File: src/rtl/fp32_pkg.sv
// Shared FP32 constants, the multiplier FSM state type and a significand helper.
package fp32_pkg;

    localparam int FP32_BIAS    = 127;
    localparam int FP32_EXP_MAX = 255;
    localparam int FP32_MANT_W  = 23;
    localparam int FP32_SIG_W   = 24;

    typedef enum logic [1:0] {
        IDLE,
        MUL,
        NORM,
        DONE
    } state_t;

    // 24-bit significand with hidden bit; denormals (exp==0) flush to zero.
    function automatic logic [FP32_SIG_W-1:0] fp32_sig(input logic [31:0] x);
        return (x[30:23] == 8'd0) ? '0 : {1'b1, x[FP32_MANT_W-1:0]};
    endfunction

endpackage

File: src/rtl/fp_mul_norm.sv
// Combinational normalise / truncate / range-pack of a 48-bit significand
// product into an FP32 word.
module fp_mul_norm
    import fp32_pkg::*;
(
    input  logic               i_sign,
    input  logic signed [9:0]  i_exp,
    input  logic [47:0]        i_prod,
    output logic [31:0]        o_result
);

    localparam logic signed [9:0] LP_EXP_MAX = FP32_EXP_MAX[9:0];

    logic signed [9:0]      w_exp_adj;
    logic [FP32_MANT_W-1:0] w_mant;

    // Leading one at bit 47 means the product is in [2,4): bump the exponent.
    always_comb begin
        if (i_prod[47]) begin
            w_exp_adj = i_exp + 10'sd1;
            w_mant    = i_prod[46:24];
        end else begin
            w_exp_adj = i_exp;
            w_mant    = i_prod[45:23];
        end
    end

    // Zero product or exponent underflow gives signed zero; overflow saturates to infinity.
    always_comb begin
        o_result = {i_sign, w_exp_adj[7:0], w_mant};
        if ((i_prod == '0) || (w_exp_adj <= 10'sd0)) begin
            o_result = {i_sign, 31'b0};
        end else if (w_exp_adj >= LP_EXP_MAX) begin
            o_result = {i_sign, 8'hFF, 23'b0};
        end
    end

endmodule

File: src/rtl/fp_mul_seq.sv
// Iterative FP32 multiplier: shift-add significand product retiring
// BITS_PER_CYCLE multiplier bits per cycle, truncating rounding.
// Optional feature macro FP_MUL_ZERO_BYPASS_EN: zero operands skip MUL/NORM
// and go straight to DONE on the accept edge.
module fp_mul_seq
    import fp32_pkg::*;
#(
    parameter int BITS_PER_CYCLE = 1
) (
    input  logic        clk,
    input  logic        rst,
    input  logic        in_valid,
    output logic        in_ready,
    input  logic [31:0] a,
    input  logic [31:0] b,
    output logic        out_valid,
    input  logic        out_ready,
    output logic [31:0] result,
    output logic        busy
);

    localparam int K = BITS_PER_CYCLE;
    localparam int N = FP32_SIG_W / K;
    localparam logic [4:0]        LP_CNT_LAST = 5'(N - 1);
    localparam logic signed [9:0] LP_BIAS     = FP32_BIAS[9:0];

    generate
        if (!(K == 1 || K == 2 || K == 3 || K == 4 || K == 6 || K == 8 || K == 12 || K == 24)) begin : g_bad_bpc
            $error("fp_mul_seq: BITS_PER_CYCLE must divide 24 (1,2,3,4,6,8,12,24)");
        end
    endgenerate

    state_t            r_state;
    state_t            w_state_next;
    logic              r_sign;
    logic signed [9:0] r_exp;
    logic [23:0]       r_ma;
    logic [23:0]       r_mb;
    logic [47:0]       r_acc;
    logic [4:0]        r_cnt;
    logic [31:0]       r_result;

    logic              w_accept;
    logic              w_bypass;
    logic              w_sign_in;
    logic [23:0]       w_sig_a;
    logic [23:0]       w_sig_b;
    logic signed [9:0] w_exp_sum;
    logic [23+K:0]     w_psum;
    logic [47+K:0]     w_cat;
    logic [47:0]       w_acc_next;
    logic [31:0]       w_norm_result;

    assign w_sig_a   = fp32_sig(a);
    assign w_sig_b   = fp32_sig(b);
    assign w_sign_in = a[31] ^ b[31];
    assign w_exp_sum = $signed({2'b00, a[30:23]}) + $signed({2'b00, b[30:23]}) - LP_BIAS;
    assign w_accept  = in_valid && in_ready;

`ifdef FP_MUL_ZERO_BYPASS_EN
    assign w_bypass = (w_sig_a == '0) || (w_sig_b == '0);
`else
    assign w_bypass = 1'b0;
`endif

    // One radix-2^K digit: add multiplicand*digit into the upper half, then shift
    // the whole accumulator right by K so the next digit lands at the same weight.
    assign w_psum     = {{K{1'b0}}, r_acc[47:24]} + ({{K{1'b0}}, r_ma} * {24'd0, r_mb[K-1:0]});
    assign w_cat      = {w_psum, r_acc[23:0]};
    assign w_acc_next = 48'(w_cat >> K);

    fp_mul_norm u_norm (
        .i_sign   (r_sign),
        .i_exp    (r_exp),
        .i_prod   (r_acc),
        .o_result (w_norm_result)
    );

    // State register.
    always_ff @(posedge clk) begin
        if (rst) r_state <= IDLE;
        else     r_state <= w_state_next;
    end

    // Next-state and handshake outputs.
    always_comb begin
        w_state_next = r_state;
        in_ready     = 1'b0;
        out_valid    = 1'b0;
        busy         = 1'b1;
        case (r_state)
            IDLE: begin
                in_ready = 1'b1;
                busy     = 1'b0;
                if (in_valid) w_state_next = w_bypass ? DONE : MUL;
            end
            MUL:  if (r_cnt == LP_CNT_LAST) w_state_next = NORM;
            NORM: w_state_next = DONE;
            DONE: begin
                out_valid = 1'b1;
                if (out_ready) w_state_next = IDLE;
            end
            default: w_state_next = IDLE;
        endcase
    end

    // Iteration counter: restarts on every accept, wraps after the last digit.
    always_ff @(posedge clk) begin
        if (rst)                   r_cnt <= '0;
        else if (w_accept)         r_cnt <= '0;
        else if (r_state == MUL)   r_cnt <= (r_cnt == LP_CNT_LAST) ? 5'd0 : r_cnt + 5'd1;
    end

    // Operand capture on accept, shift-add iteration during MUL (data, no reset).
    always_ff @(posedge clk) begin
        if (w_accept) begin
            r_sign <= w_sign_in;
            r_exp  <= w_exp_sum;
            r_ma   <= w_sig_a;
            r_mb   <= w_sig_b;
            r_acc  <= '0;
        end else if (r_state == MUL) begin
            r_acc  <= w_acc_next;
            r_mb   <= r_mb >> K;
        end
    end

    // Result register: loads from the normaliser, or a signed zero on bypass.
    always_ff @(posedge clk) begin
        if (rst)                       r_result <= '0;
        else if (r_state == NORM)      r_result <= w_norm_result;
        else if (w_accept && w_bypass) r_result <= {w_sign_in, 31'b0};
    end

    assign result = r_result;

endmodule
File: config.mk
export PLATFORM = sky130hd
export DESIGN_NAME = fp_mul_seq
export DESIGN_NICKNAME = d
export VERILOG_FILES = /design/src/rtl/fp32_pkg.sv /design/src/rtl/fp_mul_norm.sv /design/src/rtl/fp_mul_seq.sv
export SDC_FILE = /design/constraint.sdc
export NUM_CORES = 1
export LEC_CHECK = 0
export CAP_MARGIN = 20
export CORE_MARGIN = 2
export CORE_UTILIZATION = 35
export DETAILED_ROUTE_END_ITERATION = 7
export HOLD_SLACK_MARGIN = 0.05
export PLACE_DENSITY_LB_ADDON = 0.15
export SETUP_SLACK_MARGIN = 0.05
export SLEW_MARGIN = 10
export SYNTH_ARGS = -nofsm -noshare
export SYNTH_HDL_FRONTEND = slang
export SYNTH_HIERARCHICAL = 1
export SYNTH_SLANG_ARGS = --single-unit
File: constraint.sdc
create_clock -name clk -period 3.3 [get_ports clk]
set_clock_uncertainty 0.2 [all_clocks]
set_input_delay 0.66 -clock clk [delete_from_list [all_inputs] [get_ports clk]]
set_output_delay 0.66 -clock clk [all_outputs]
set_load 0.1 [all_outputs]
==> flow_summary_export.csv, run 1 <==
group,metric,value,unit
outcome,outcome,"finished, final reports clean",
die,fp-row-count,55,
logic_synthesis,syn_area_per_cell,9.895,um2
critical_path,crit_top_cell,"o21ai_1",
timing,timing.slew.headroom,0.6060,
run,drv_cap,0,
critical_path,worstPathArrival,3.06,ns
timing,period_needed,2.946,ns
route,vias,5863,
layout,seq_area,3513,um2
critical_path,critPathMaxFanout,4,
logic_synthesis,synth-edff-count,59,
pwr,power.leakage,3.898,nW
timing,layout_setup_ws,0.3543,ns
logic_synthesis,synth.largest_area_cell,"edfxtp_1",
hold_path,whs_path_depth,2,
clock_tree,cts.htree.levels,4,
critical_path,critical_path_class,"flop to flop",
clock_tree,clk_pin_slew,0.07,ns
timing,tns,0,ns
timing,max_freq,0.3395,GHz
die,core-area,22710,um2
route,drt_iter0_markers,233,
timing,hold_viol_final,0,
logic_synthesis,ys_seq_elements,146,
logic_synthesis,yosys_warnings,6,
die,die_area,24420,um2
grt,grt_pass1_wl,29280,um
layout,fillers,2232,
die,io_pins,103,
route,wl_per_cell,14.83,um
grt,grt_pass1_vias,5700,
clock_tree,cts_num_sinks,146,
critical_path,worst_r2r_path_depth,11,
critical_path,required,3.42,ns
timing,rsz0062_at_grt,"false",
logic_synthesis,yosys-top-cells-area,"edfxtp_1, dfxtp_1, mux2i_1",
logic_synthesis,synth_area,8114,um2
logic_synthesis,synthCells,820,
die,dieHeight,156.3,um
clock_tree,cts_buffers,17,
critical_path,worstSetupStartpointType,"flop",
route,ant_nets,0,
timing,tightest_slew,0.5901,ns
grt,grt_antenna_before_repair,0,
layout,syn_to_final_growth,22.41,%
route,drcViolationCount,0,
logic_synthesis,synth_nets,935,
place,place.gp.congestion,0.8716,
timing,post-route-period-util,0.8926,
pwr,peakVddDrop,0.3875,mV
layout,layout_common_cells,"nor2_1, dfxtp_1, clkdlybuf4s50_1",
clock_tree,clock_path_buffers,2,
clock_tree,postCtsResizedCells,0,
critical_path,worstPathCellList,"and2_1 -> ha_1 -> fa_1 -> a21oi_1 -> o21ai_1 -> a21oi_2 -> o22ai_2 -> a211oi_2 -> o21bai_1 -> xnor2_1 -> o21ai_1",
critical_path,cp-end-kind,"flop",
timing,drv_slew,0,
logic_synthesis,synth-main-ff-cell,"dfxtp_1",
place,place_ws,0.01035,ns
clock_tree,post-cts-setup-buffers,0,
grt,grt_start_max_net_pins,74,
hold_path,min_path_type,"flop to flop",
pwr,finalPower,0.008270,W
grt,globalRouteOverflowTotal,0,
critical_path,slowest_delay,0.46,ns
layout,nets,1028,
clock_tree,cts_tree,"built",
clock_tree,clockRootBuffer,"clkbuf_16",
logic_synthesis,synth_top_area_frac,0.2184,
route,via_per_inst,4.841,
clock_tree,cts_hold_buf,0,
route,wl,17960,um
critical_path,cp_slowest_cell,"a211oi_2",
clock_tree,clk_latency,0.42,ns
route,first_pass_iters,4,
pwr,p_per_area,832.7,nW/um2
timing,setup_viol,0,
place,place_hpwl,13180,um
layout,drive_above_1_share,0.1361,
layout,utilization,0.4374,
logic_synthesis,yosysSeqAreaShare,0.4330,
layout,multi_input_area,4309,um2
logic_synthesis,async_flop_share,0,
logic_synthesis,synth_cell_types,62,
grt,grtUsageTotal,0.1515,
layout,layout_commonest_cell,"nor2_1",
layout,diodes,0,
die,die_w,156.3,um
place,io_buffers,102,
die,initial_core_util,0.3573,
registers in the layout, summed over array words and instances (netlist names):
signal   count
r_sign       1
r_mb        24
r_exp       10
r_acc       48
result      32
r_ma        24
r_state      2
r_cnt        5
through the flow:
| stage | instance area, um2 | hold slack, ns | std cells |
|---|---|---|---|
| 5_1_grt | 9932 | 0.3147 | 1211 |
| 2_1_floorplan | 8115 | 0.2521 | 820 |
| 3_3_place_gp | 9328 | 0.2741 | 1178 |
| 6_report | 9932 | 0.2908 | 1211 |
| 3_5_place_dp | 9328 | 0.2831 | 1178 |
| 4_1_cts | 9921 | 0.2973 | 1210 |
Yosys cell counts (all sizes together), types with 2 or more instances:
cell type  count
ha            45
a21boi         2
and2          47
xor2          13
nand2b         2
o31a           2
edfxtp        59
o21bai         5
buf           21
mux2i         66
dfxtp         87
a22o          23
a21o           7
a211oi         5
nand4          9
clkbuf        24
inv           22
nor3b          6
o21a           4
fa             2
nor4          17
and3           7
xnor2         23
a41oi          2
mux2          25
nand3         34
nor2b          6
nor3           8
o21ai         27
nand2         40
o311ai         2
a21oi         40
nor2         116
o31ai          4
nand3b         2
nand4b         3
per-layer routing:
metal / share of wire / up-vias / track usage
met5: 0 / - / 0
met4: 0.0069 / 0 / 0.03932
met3: 0.056 / 7 / 0.04403
met2: 0.39 / 116 / 0.2142
met1: 0.55 / 2602 / 0.2244
li1: - / 3138 / -
worst max-delay path, delay by kind of cell, from the launching register on:
family | cells | cell delay [ns]
simple gates | 1 | 0.16
compound gates | 7 | 1.33
xor+xnor | 1 | 0.16
fa+ha+maj | 2 | 0.60
flops | 1 | 0.41
final timing paths:
check             startpoint         end  slack, ns
setup / recovery     r_mb[0]   r_acc[39]       0.35
setup reg to reg     r_mb[0]   r_acc[39]       0.35
hold reg to reg       r_sign  result[31]       0.29
hold / removal        r_sign  result[31]       0.29
area by class of cell:
class | count | share of cell area
Timing Repair Buffer | 119 | 0.1085
Clock buffer | 24 | 0.05392
Sequential cell | 146 | 0.3537
Multi-Input combinational cell | 607 | 0.4339
Tap cell | 285 | 0.03590
Clock inverter | 8 | 0.005795
Inverter | 22 | 0.008314
cell families (layout without fill, tap and decap cells):
group / count (synthesis) / count (layout) / share of synthesized area
adder cells (fa/ha/maj): 47 / 47 / 0.07433
AO/OA/AOI/OAI: 134 / 134 / 0.1186
AND/OR/NAND/NOR: 299 / 299 / 0.1821
buffers and inverters: 67 / 173 / 0.03701
multiplexers: 91 / 91 / 0.1161
XOR/XNOR: 36 / 36 / 0.03886
flip-flops: 146 / 146 / 0.4330
power breakdown:
part / internal (W) / switching (W) / leakage, nW
Clock: 0.00114 / 0.000758 / 0.298
Combinational: 0.00143 / 0.00212 / 2.33
Sequential: 0.00245 / 0.000368 / 1.27
No activity file was read; power rests on OpenSTA's default activity.
==> inputs of run 2 (changes only) <==
--- a/config.mk
+++ b/config.mk
@@ -7,7 +7,7 @@
 export LEC_CHECK = 0
 export CAP_MARGIN = 20
 export CORE_MARGIN = 2
-export CORE_UTILIZATION = 35
+export CORE_UTILIZATION = 45
 export DETAILED_ROUTE_END_ITERATION = 7
 export HOLD_SLACK_MARGIN = 0.05
 export PLACE_DENSITY_LB_ADDON = 0.15
==> flow_summary_export.csv, run 2 (same netlist as run 1, synthesis figures left out) <==
group,metric,value,unit
clock_tree,clockRootBuffer,"clkbuf_16",
grt,grt_antenna_before_repair,0,
layout,utilization,0.5500,
critical_path,worst_r2r_path_depth,8,
die,core-area,17840,um2
layout,seq_area,3513,um2
die,die_w,138.3,um
place,dpl.cell_count,1120,
pwr,power.leakage,3.855,nW
pwr,finalPower,0.008185,W
timing,rsz0062_at_grt,"false",
timing,hold_viol_final,0,
clock_tree,post-cts-setup-buffers,0,
grt,grt_pass1_wl,28900,um
hold_path,hold_end,"result[31]",
clock_tree,cts_hold_buf,0,
route,wl,17110,um
grt,globalRouteOverflowTotal,0,
layout,diodes,0,
route,drt_iter0_markers,209,
timing,tns,0,ns
critical_path,r2r_setup_slack,0.38,ns
critical_path,r2r-end,"result[6]",
run,drv_cap,0,
layout,final_cells,1152,
timing,timing.slew.headroom,0.3087,
die,io_pins,103,
layout,multi_input_area,4309,um2
clock_tree,clk_pin_slew,0.06,ns
critical_path,worstPathArrival,3.08,ns
clock_tree,postCtsResizedCells,0,
pwr,peakVddDrop,0.5961,mV
timing,setup_viol,0,
clock_tree,clock_path_buffers,2,
clock_tree,cts_tree,"built",
hold_path,whs_path_depth,2,
route,vias,6048,
timing,period_needed,2.924,ns
critical_path,required,3.46,ns
place,place_hpwl,12270,um
hold_path,hp-start,"r_sign",
route,first_pass_iters,5,
critical_path,critical_path_class,"flop to flop",
route,drcViolationCount,0,
layout,nets,1025,
clock_tree,cts_buffers,17,
grt,grt_start_max_net_pins,74,
route,wl_per_cell,14.85,um
place,place.gp.congestion,0.8557,
die,dieHeight,138.3,um
layout,layout_common_cells,"nor2_1, dfxtp_1, clkdlybuf4s50_1",
route,ant_nets,0,
timing,max_freq,0.3420,GHz
die,fp-row-count,49,
die,die_area,19120,um2
critical_path,worstSetupStartpointType,"flop",
place,place_ws,0.01308,ns
clock_tree,cts.htree.levels,4,
timing,post-route-period-util,0.8860,
layout,fillers,1630,
clock_tree,clk_latency,0.43,ns
critical_path,r2r_start,"r_exp[0]",
layout,syn_to_final_growth,20.94,%
route,via_per_inst,5.250,
grt,grt_pass1_vias,5772,
outcome,outcome,"finished, final reports clean",
critical_path,critPathMaxFanout,27,
die,initial_core_util,0.4548,
grt,grtUsageTotal,0.1846,
layout,largest_register_ffs,48,
place,io_buffers,102,
clock_tree,cts_num_sinks,146,
timing,layout_setup_ws,0.3762,ns
layout,drive_above_1_share,0.1333,
pwr,p_per_area,834.1,nW/um2
timing,drv_slew,0,
critical_path,cp-end-kind,"flop",
layout,layout_commonest_cell,"nor2_1",
hold_path,min_path_type,"flop to flop",
timing,tightest_slew,1.036,ns
layout,top_register,"r_acc",
-- run 2: how the worst max path moves through the flow --
stage	startpoint	end	cells past startpoint
final	r_exp[0]	result[6]	8
after global routing	r_exp[0]	result[0]	8
after CTS	r_mb[0]	r_acc[45]	11
after detailed placement	a[24]	r_exp[9]	11
after global placement	a[24]	r_exp[9]	11
after floorplan	r_state[0]	r_mb[0]	8
-- run 2: metrics by stage --
stage / hold slack [ns] / instance area [um2]
floorplan: 0.2521 / 8115
global placement: 0.2750 / 9230
detailed placement: 0.2858 / 9230
CTS: 0.3009 / 9813
global route: 0.3258 / 9813
finish: 0.2939 / 9813
-- run 2: cell type report --
class / count / area share
well taps: 229 / 0.02920
flip-flops and latches: 146 / 0.3580
repair buffers: 116 / 0.1058
clock buffers: 18 / 0.04373
inverters: 22 / 0.008415
multi-input cells: 607 / 0.4391
clock inverters: 14 / 0.01568
-- run 2: power by group --
| part | internal, W | leakage (nW) | switching (W) |
|---|---|---|---|
| Clock | 0.00112 | 0.273 | 0.000786 |
| Sequential | 0.00246 | 1.27 | 0.000334 |
| Combinational | 0.00139 | 2.31 | 0.00210 |
-- run 2: worst max-delay path: stages, from the launching register on --
cell and delay [ns]:
edfxtp_1 0.50, ha_1 0.27, nand4_2 0.23, o31a_1 0.34
nor2_2 0.81, nand3_1 0.18, nor2_1 0.15, mux2i_1 0.08
nor2_1 0.10
-- run 2: layer usage --
layer  vias to the layer above  track usage  wire length, um
li1                       3126            -                -
met1                      2745       0.2636             8605
met2                       159       0.2811             7437
met3                        18      0.04538              883
met4                         0      0.04834              182
met5                         -            0                0
